## config.mk

```make
export PLATFORM = sky130hd
export DESIGN_NAME = vend_sequencer
export DESIGN_NICKNAME = d
export VERILOG_FILES = /design/src/rtl/vend_pkg.sv /design/src/rtl/vend_timer.sv /design/src/rtl/vend_sequencer.sv
export SDC_FILE = /design/constraint.sdc
export NUM_CORES = 1
export LEC_CHECK = 0
export CAP_MARGIN = 20
export CORE_AREA = 2 2 69 71
export DETAILED_ROUTE_END_ITERATION = 7
export DIE_AREA = 0 0 71 73
export GPL_ROUTABILITY_DRIVEN = 0
export HOLD_SLACK_MARGIN = 0.05
export PLACE_DENSITY = 0.89
export SETUP_SLACK_MARGIN = 0.1
export SYNTH_ARGS = -nofsm -noshare
export SYNTH_HDL_FRONTEND = slang
export SYNTH_SLANG_ARGS = --single-unit
```

## constraint.sdc

```tcl
create_clock -name clk -period 3.4 [get_ports clk]
set_clock_uncertainty 0.15 [all_clocks]
set_input_delay 0.85 -clock clk [delete_from_list [all_inputs] [get_ports clk]]
set_output_delay 0.85 -clock clk [all_outputs]
set_load 0.02 [all_outputs]
```

## src/rtl/vend_pkg.sv

```systemverilog
// Shared types and coin decoding for the vending-machine transaction controller.
package vend_pkg;

  typedef enum logic [1:0] {
    ST_IDLE,
    ST_CREDIT,
    ST_VEND,
    ST_CHANGE
  } state_t;

  localparam logic [1:0] COIN_5   = 2'b00;
  localparam logic [1:0] COIN_10  = 2'b01;
  localparam logic [1:0] COIN_25  = 2'b10;
  localparam logic [1:0] COIN_BAD = 2'b11;

  typedef struct packed {
    logic       valid;
    logic [4:0] cents;
  } coin_t;

  function automatic coin_t coin_value(input logic [1:0] code);
    coin_t c;
    c.valid = 1'b1;
    case (code)
      COIN_5:  c.cents = 5'd5;
      COIN_10: c.cents = 5'd10;
      COIN_25: c.cents = 5'd25;
      default: begin
        c.cents = 5'd0;
        c.valid = 1'b0;
      end
    endcase
    return c;
  endfunction

endpackage

```

## src/rtl/vend_timer.sv

```systemverilog
// Loadable down-counter shared by the idle-credit timeout and the dispense watchdog.
module vend_timer #(
  parameter int TIMEOUT_CYC = 1000
) (
  input  logic clk,
  input  logic rst,
  input  logic load,
  input  logic en,
  output logic expire
);

  localparam int CNT_W = $clog2(TIMEOUT_CYC + 1);

  logic [CNT_W-1:0] count_reg;

  always_ff @(posedge clk or negedge rst) begin
    if (!rst) begin
      count_reg <= '0;
    end else if (load) begin
      count_reg <= CNT_W'(TIMEOUT_CYC);
    end else if (en && (count_reg != '0)) begin
      count_reg <= count_reg - 1'b1;
    end
  end

  // Fires in the last counted cycle, so the consumer acts exactly TIMEOUT_CYC edges after load.
  assign expire = en && !load && (count_reg == CNT_W'(1));

endmodule

```

## src/rtl/vend_sequencer.sv

```systemverilog
// Vending transaction controller: coin credit, select/cancel arbitration,
// dispense handshake with watchdog, and unit-by-unit change payout.
module vend_sequencer
  import vend_pkg::*;
#(
  parameter int PRICE       = 15,
  parameter int CHG_UNIT    = 5,
  parameter int MAX_CREDIT  = 60,
  parameter int CREDIT_W    = 7,
  parameter int TIMEOUT_CYC = 1000
) (
  input  logic                clk,
  input  logic                rst,
  input  logic                coin_valid,
  input  logic [1:0]          coin_val,
  output logic                coin_ack,
  output logic                coin_rej,
  input  logic                sel_req,
  input  logic                cancel,
  output logic                disp_req,
  input  logic                disp_ack,
  output logic                chg_req,
  input  logic                chg_ack,
  output logic [CREDIT_W-1:0] credit,
  output logic                busy,
  output logic                vend_done,
  output logic                err
);

  localparam logic [CREDIT_W-1:0] PRICE_C = CREDIT_W'(PRICE);
  localparam logic [CREDIT_W-1:0] UNIT_C  = CREDIT_W'(CHG_UNIT);
  localparam logic [CREDIT_W-1:0] MAX_C   = CREDIT_W'(MAX_CREDIT);

  state_t              state_reg, state_next;
  logic [CREDIT_W-1:0] credit_next;
  logic                coin_ack_next, coin_rej_next, disp_req_next, chg_req_next;
  logic                busy_next, vend_done_next, err_next;
  logic                tmr_load, tmr_en, tmr_expire;
  coin_t               coin;
  logic [CREDIT_W-1:0] coin_cents, after_vend, after_chg;
  logic                coin_fits;

  vend_timer #(.TIMEOUT_CYC(TIMEOUT_CYC)) u_timer (
    .clk   (clk),
    .rst   (rst),
    .load  (tmr_load),
    .en    (tmr_en),
    .expire(tmr_expire)
  );

  always_comb begin
    state_next     = state_reg;
    credit_next    = credit;
    coin_ack_next  = 1'b0;
    coin_rej_next  = 1'b0;
    disp_req_next  = disp_req;
    chg_req_next   = chg_req;
    vend_done_next = 1'b0;
    err_next       = err;
    tmr_load       = 1'b0;
    tmr_en         = 1'b0;
    coin           = coin_value(coin_val);
    coin_cents     = CREDIT_W'(coin.cents);
    coin_fits      = coin.valid && ((credit + coin_cents) <= MAX_C);
    after_vend     = credit - PRICE_C;
    after_chg      = credit - UNIT_C;

    case (state_reg)
      ST_IDLE: begin
        if (coin_valid) begin
          tmr_load = 1'b1;
          if (coin_fits) begin
            credit_next   = credit + coin_cents;
            coin_ack_next = 1'b1;
            state_next    = ST_CREDIT;
          end else begin
            coin_rej_next = 1'b1;
          end
        end
      end

      ST_CREDIT: begin
        tmr_en = 1'b1;
        if (cancel) begin
          coin_rej_next = coin_valid;
          chg_req_next  = (credit >= UNIT_C);
          state_next    = ST_CHANGE;
        end else if (coin_valid) begin
          tmr_load = 1'b1;
          if (coin_fits) begin
            credit_next   = credit + coin_cents;
            coin_ack_next = 1'b1;
          end else begin
            coin_rej_next = 1'b1;
          end
        end else if (sel_req && (credit >= PRICE_C)) begin
          tmr_load      = 1'b1;
          disp_req_next = 1'b1;
          state_next    = ST_VEND;
        end else if (tmr_expire) begin
          chg_req_next = (credit >= UNIT_C);
          state_next   = ST_CHANGE;
        end
      end

      ST_VEND: begin
        tmr_en        = 1'b1;
        coin_rej_next = coin_valid;
        if (disp_ack) begin
          disp_req_next  = 1'b0;
          credit_next    = after_vend;
          vend_done_next = 1'b1;
          chg_req_next   = (after_vend >= UNIT_C);
          state_next     = (after_vend == '0) ? ST_IDLE : ST_CHANGE;
        end else if (tmr_expire) begin
          // Motor never acknowledged: keep the full credit for refund.
          disp_req_next = 1'b0;
          err_next      = 1'b1;
          chg_req_next  = (credit >= UNIT_C);
          state_next    = ST_CHANGE;
        end
      end

      ST_CHANGE: begin
        coin_rej_next = coin_valid;
        if (credit == '0) begin
          chg_req_next = 1'b0;
          state_next   = ST_IDLE;
        end else if (chg_req && chg_ack) begin
          credit_next  = after_chg;
          chg_req_next = (after_chg >= UNIT_C);
          if (after_chg == '0) state_next = ST_IDLE;
        end
      end

      default: state_next = ST_IDLE;
    endcase

    busy_next = (state_next == ST_VEND) || (state_next == ST_CHANGE);
  end

  always_ff @(posedge clk or negedge rst) begin
    if (!rst) begin
      state_reg <= ST_IDLE;
      credit    <= '0;
      coin_ack  <= 1'b0;
      coin_rej  <= 1'b0;
      disp_req  <= 1'b0;
      chg_req   <= 1'b0;
      busy      <= 1'b0;
      vend_done <= 1'b0;
      err       <= 1'b0;
    end else begin
      state_reg <= state_next;
      credit    <= credit_next;
      coin_ack  <= coin_ack_next;
      coin_rej  <= coin_rej_next;
      disp_req  <= disp_req_next;
      chg_req   <= chg_req_next;
      busy      <= busy_next;
      vend_done <= vend_done_next;
      err       <= err_next;
    end
  end

endmodule
```

# Word-level counts from Yosys, hierarchy flattened
# Cells that the tools add are included.
# totals
reg_bits	26
input_bits	9
out_inout_bits	14
elab_cells	115
# classes
n_addsub	4
magnitude_cmp	5
n_eq_ne	18
muxes	53
bitwise	1
n_reduce_logical	24
# ops
operator	count
7-bit two-way mux	6
7-bit one-hot mux with 4 select lines	1
1-bit two-way mux	26
2-bit two-way mux	11
7-bit by 3-bit >= comparator with 1-bit output (second input constant)	3
7-bit zero test	3
10-bit two-way mux	2
5-bit one-hot mux with 3 select lines	1
2-bit inequality test (second input constant)	6
3-bit inequality test (second input constant)	4
10-bit by 1-bit == test with 1-bit output (second input constant)	1
2-bit == test (second input constant)	5
10-bit nonzero test	1
10-bit by 1-bit subtractor with 10-bit output (second input constant)	1
2-bit one-hot mux with 4 select lines	1
4-bit AND reduction	2
7-bit by 5-bit adder with 7-bit output	1
7-bit by 4-bit >= comparator with 1-bit output (second input constant)	1
7-bit by 6-bit less-or-equal comparator with 1-bit output (second input constant)	1
7-bit by 3-bit subtractor with 7-bit output (second input constant)	1
7-bit by 4-bit subtractor with 7-bit output (second input constant)	1
1-bit logical AND	6
1-bit one-hot mux with 2 select lines	3
1-bit one-hot mux with 3 select lines	2
11 further kinds	15

# Logic depth before layout (Yosys ltp)
# logic_depth
word_depth	16
ltp_mapped	10
mapped_depth_nobuf	9

# Cells and area by module
# A second synthesis with hierarchy kept.
# unflattened
cells_unflattened	297
hier_area_um2	2582.5
# by_module_without_submodules
module	instances	cells_per_inst	area_per_inst_um2	seq_area_each_um2
vend_sequencer	1	221	1896.8	400.4
vend_timer	1	76	685.7	250.2

# Worst setup path after synthesis
# Ideal clock, no wire load.
# synth_path
kind	input -> register
start	in coin_val[0]
end	reg credit[2]
setup_time_ns	0.126
t_arrival_ns	2.828
required_time_ns	3.124
slack_ns	0.296
stages	10
n_path_buf	1
cell_sequence	inv_1 > ha_1 > ha_1 > o21ai_0 > or4_1 > nand3_1 > and4_1 > buf_2 > o21ai_4 > a221o_1
# synth_via
elab_chain_cells	9
word_cells_on_any_way	13
cone_classes	add/sub: 1; order compare: 1; eq/ne: 2; mux: 6; reduce/logical: 3
# synth_rtl
element	line	rtl
start, declared	vend_sequencer.sv:15	input logic [1:0] coin_val,
2-bit == test, or another cell as far along	vend_pkg.sv:24	case (code)
5-bit one-hot mux with 3 select lines	vend_pkg.sv:24	
7-bit by 5-bit adder with 7-bit output	vend_sequencer.sv:64, vend_sequencer.sv:73, vend_sequencer.sv:91	
7-bit by 6-bit less-or-equal comparator with 1-bit output	vend_sequencer.sv:64	coin_fits = coin.valid && ((credit + coin_cents) <= MAX_C);
1-bit logical AND	vend_sequencer.sv:64	
7-bit two-way mux *	vend_sequencer.sv:72, vend_sequencer.sv:90	
7-bit two-way mux *	vend_sequencer.sv:70	if (coin_valid) begin
7-bit two-way mux	vend_sequencer.sv:84	if (cancel) begin
7-bit one-hot mux with 4 select lines *	vend_sequencer.sv:68	case (state_reg)
end signal, assigned	vend_sequencer.sv:155	credit <= credit_next;
end, declared	vend_sequencer.sv:24	output logic [CREDIT_W-1:0] credit,
# Every way passes the cells marked *; elsewhere a longest branch is shown, timed or not. The select of a mux whose other input is x is not followed.
# A chain may end at the register's enable or synchronous reset.

# Worst setup path in the final report
# Same ends and word-level chain as after synthesis.

==> flow_metrics.tcl <==
set metrics [dict create \
    vdd.ir_drop.worst_uv 174 \
    yosys_register_bits 26 \
    largest_reg_flops 10 \
    period_needed_ns 3.05 \
    io_pins 23 \
    yosys.area.top_type_share_pct 25.7 \
    arrival_ns 3.06 \
    drive_gt1_share_pct 20.5 \
    startpoint_type "input pin" \
    setup_tns_ns 0 \
    cp-endpoint "credit[2]$_DFFE_PN0P_" \
    antenna_found_initial 0 \
    seq_area_frac_synth_pct 25.7 \
    tightest_slew_ns 0.898 \
    synth_area_leaders "dfrtp_1 26%, ha_1 10%, nor2_1 3.9%, nand2_1 3.7%, a21oi_1 3.0%" \
    initial_utilization_pct 55.7 \
    gr-total-overflow 0 \
    clock_path_buffers 2 \
    power.leakage_nw 1.27 \
    crit_fanout 6 \
    cts_tree "yes" \
    num_vias 2499 \
    syn_avg_cell_area_um2 8.54 \
    slew_headroom_pct 39.9 \
    port_buffers 22 \
    postSynth.asyncResetShare_pct 100 \
    routedWlPerCell_um 17.6 \
    grt_pass1_vias 2367 \
    hold_ws_ns 0.361 \
    grt_usage_pct 26.4 \
    cts_htree_levels 1 \
    fin_nets 368 \
    power_density_nw_per_um2 239 \
    worstSetupStartpoint "coin_val[0]" \
    status "complete, no violations" \
    area_growth_pct 23.6 \
    core_area_um2 4540 \
    cap_violations 0 \
    setup_viol 0 \
    netlist_instances 296 \
    synth-main-ff-cell "dfrtp_1" \
    ant_nets 0 \
    die_x_um 71 \
    reg2reg_depth 8 \
    viasPerCell 6.41 \
    min_path_type "reg2reg" \
    detail_route.iter0.violations 269 \
    synth_edf_count 0 \
    grt_pass1_wl_um 11100 \
    dp_hpwl_um 4900 \
    rows 25 \
    hold_viol 0 \
    dieArea_um2 5180 \
    netlist_area_um2 2530 \
    diodes 0 \
    timing.rr.end "credit[3]$_DFFE_PN0P_" \
    drv_slew 0 \
    clock_latency_ns 0.27 \
    endpoint_kind "register" \
    required_ns 3.41 \
    synth_warnings 0 \
    rsz0062_at_grt "false" \
    numClockSinks 26 \
    clk_pin_slew_ns 0.09 \
    synth_nets 327 \
    critical_path_class "in2reg" \
    reg2reg_slack_ns 0.59 \
    detailedRoute.firstPassIterationCount 5 \
    ys_types 69 \
    r2r_start "state_reg[0]$_DFF_PN0_" \
    routed_wl_um 6860 \
    fp.dieH_um 73 \
    fmax_mhz 328 \
    drc_errors 0 \
    cts_buffers 3 \
    cts_root_buf "clkbuf_8" \
    synth_largest_area_cell "dfrtp_1" \
    fin_crit_sh_pct 89.7 \
    grt_max_degree 27 \
]
==> metal layers <==
metal / GRT usage [%] / vias to the layer above / routed length, um
met2: 48.3 / 134 / 3460
met3: 3.04 / 21 / 483
met1: 33.0 / 1179 / 2740
met4: 7.34 / 0 / 170
li1: - / 1165 / -
met5: 0 / - / 0
==> worst max-delay path, stage by stage <==
cell	delay [ns]
dlymetal6s2s_1	0.14
buf_4	0.14
ha_2	0.19
ha_1	0.29
a211oi_2	0.34
nor2_2	0.10
xor2_1	0.26
and4_4	0.33
o21ai_4	0.10
a221o_1	0.32
==> layout make-up <==
class / count / area, um^2
multi-input cells: 237 / 1820
fillers: 348 / 1410
flip-flops and latches: 26 / 651
repair buffers: 51 / 443
inverters: 18 / 67.6
well taps: 54 / 67.6
clock buffers: 3 / 41.3
clock inverters: 1 / 30.0
==> Yosys cell counts, types with 2 or more instances <==
library cell  number
a211oi_1           4
a211oi_2           2
a21o_1             5
a21oi_1           15
a221oi_1           4
a2bb2oi_1          3
a31oi_1            2
a32oi_1            3
and2b_1            2
buf_2              3
clkbuf_1          10
dfrtp_1           26
ha_1              21
inv_1             17
mux2_4             2
mux2i_1            5
nand2_1           25
nand3_1            9
nand4_1            5
nor2_1            26
nor2b_1           10
nor3_1             6
nor3b_1            4
nor4_1             2
nor4_2             2
o211ai_1           4
o21a_1             2
o21ai_0           12
o22ai_1            2
o2bb2ai_1          2
o311a_1            2
o311ai_0           2
o31ai_1            2
or2_2              3
or3_1              6
or4_1              2
xnor2_1            8
xor2_1             5
==> timing repair <==
action | in CTS | in global routing
buffers inserted | 1 | 2
hold buffers | 0 | 0
endpoints found under the setup margin | 12 | 12
pin swaps | 4 | 8
resized for setup | 11 | 7
==> cell families (layout without fill, tap and decap cells) <==
logic type	count (synthesis)	count (layout)	share of synthesized area [%]
xor gates and xnor gates	13	13	4.50
DFF	26	26	25.7
and+or+nand+nor	112	112	24.1
adders and majority gates	22	22	11.2
buffers and inverters	33	73	5.35
muxes	7	7	3.17
AOI/OAI and AO/OA	83	83	25.9
==> how the worst min path moves through the flow <==
stage / to / start / cells past startpoint / slack (ns)
6_report: err$_DFFE_PN0P_ / err$_DFFE_PN0P_ / 1 / 0.36
5_1_grt: err$_DFFE_PN0P_ / err$_DFFE_PN0P_ / 1 / 0.38
4_1_cts: err$_DFFE_PN0P_ / err$_DFFE_PN0P_ / 1 / 0.37
3_5_place_dp: err$_DFFE_PN0P_ / err$_DFFE_PN0P_ / 1 / 0.34
3_3_place_gp: err$_DFFE_PN0P_ / err$_DFFE_PN0P_ / 1 / 0.33
2_1_floorplan: u_timer.count_reg[3]$_DFFE_PN0P_ / u_timer.count_reg[3]$_DFFE_PN0P_ / 2 / 0.34
==> through the flow <==
stage	worst slack [ns]	total power, mW	instances	util (%)	cell area, um^2
floorplan	0.296	0.404	296	-	2530
global placement	-0.277	0.469	383	64.9	2940
detailed placement	-0.363	0.473	383	64.9	2940
CTS	0.103	0.736	388	67.8	3070
global route	0.218	0.769	390	68.9	3120
finish	0.349	0.746	390	68.9	3120
==> placed cells by master (no fill, tap or decap), types with 6 or more instances in the layout <==
cell | Yosys | final
nor2_1 | 26 | 25
nor3_1 | 6 | 6
o21ai_0 | 12 | 12
buf_4 | 0 | 29
clkdlybuf4s50_1 | 0 | 20
or3_1 | 6 | 6
xnor2_1 | 8 | 8
nand3_1 | 9 | 9
nor2b_1 | 10 | 10
nand2_1 | 25 | 25
inv_1 | 17 | 15
a21oi_1 | 15 | 13
dfrtp_1 | 26 | 26
ha_1 | 21 | 15
==> where the power goes <==
group          total (mW)  internal [mW]  switching [mW]
clock network       0.258          0.157           0.100
registers           0.315          0.312         0.00310
logic               0.173         0.0855          0.0877
total               0.746          0.555           0.191
No activity file was read; power rests on OpenSTA's default activity.
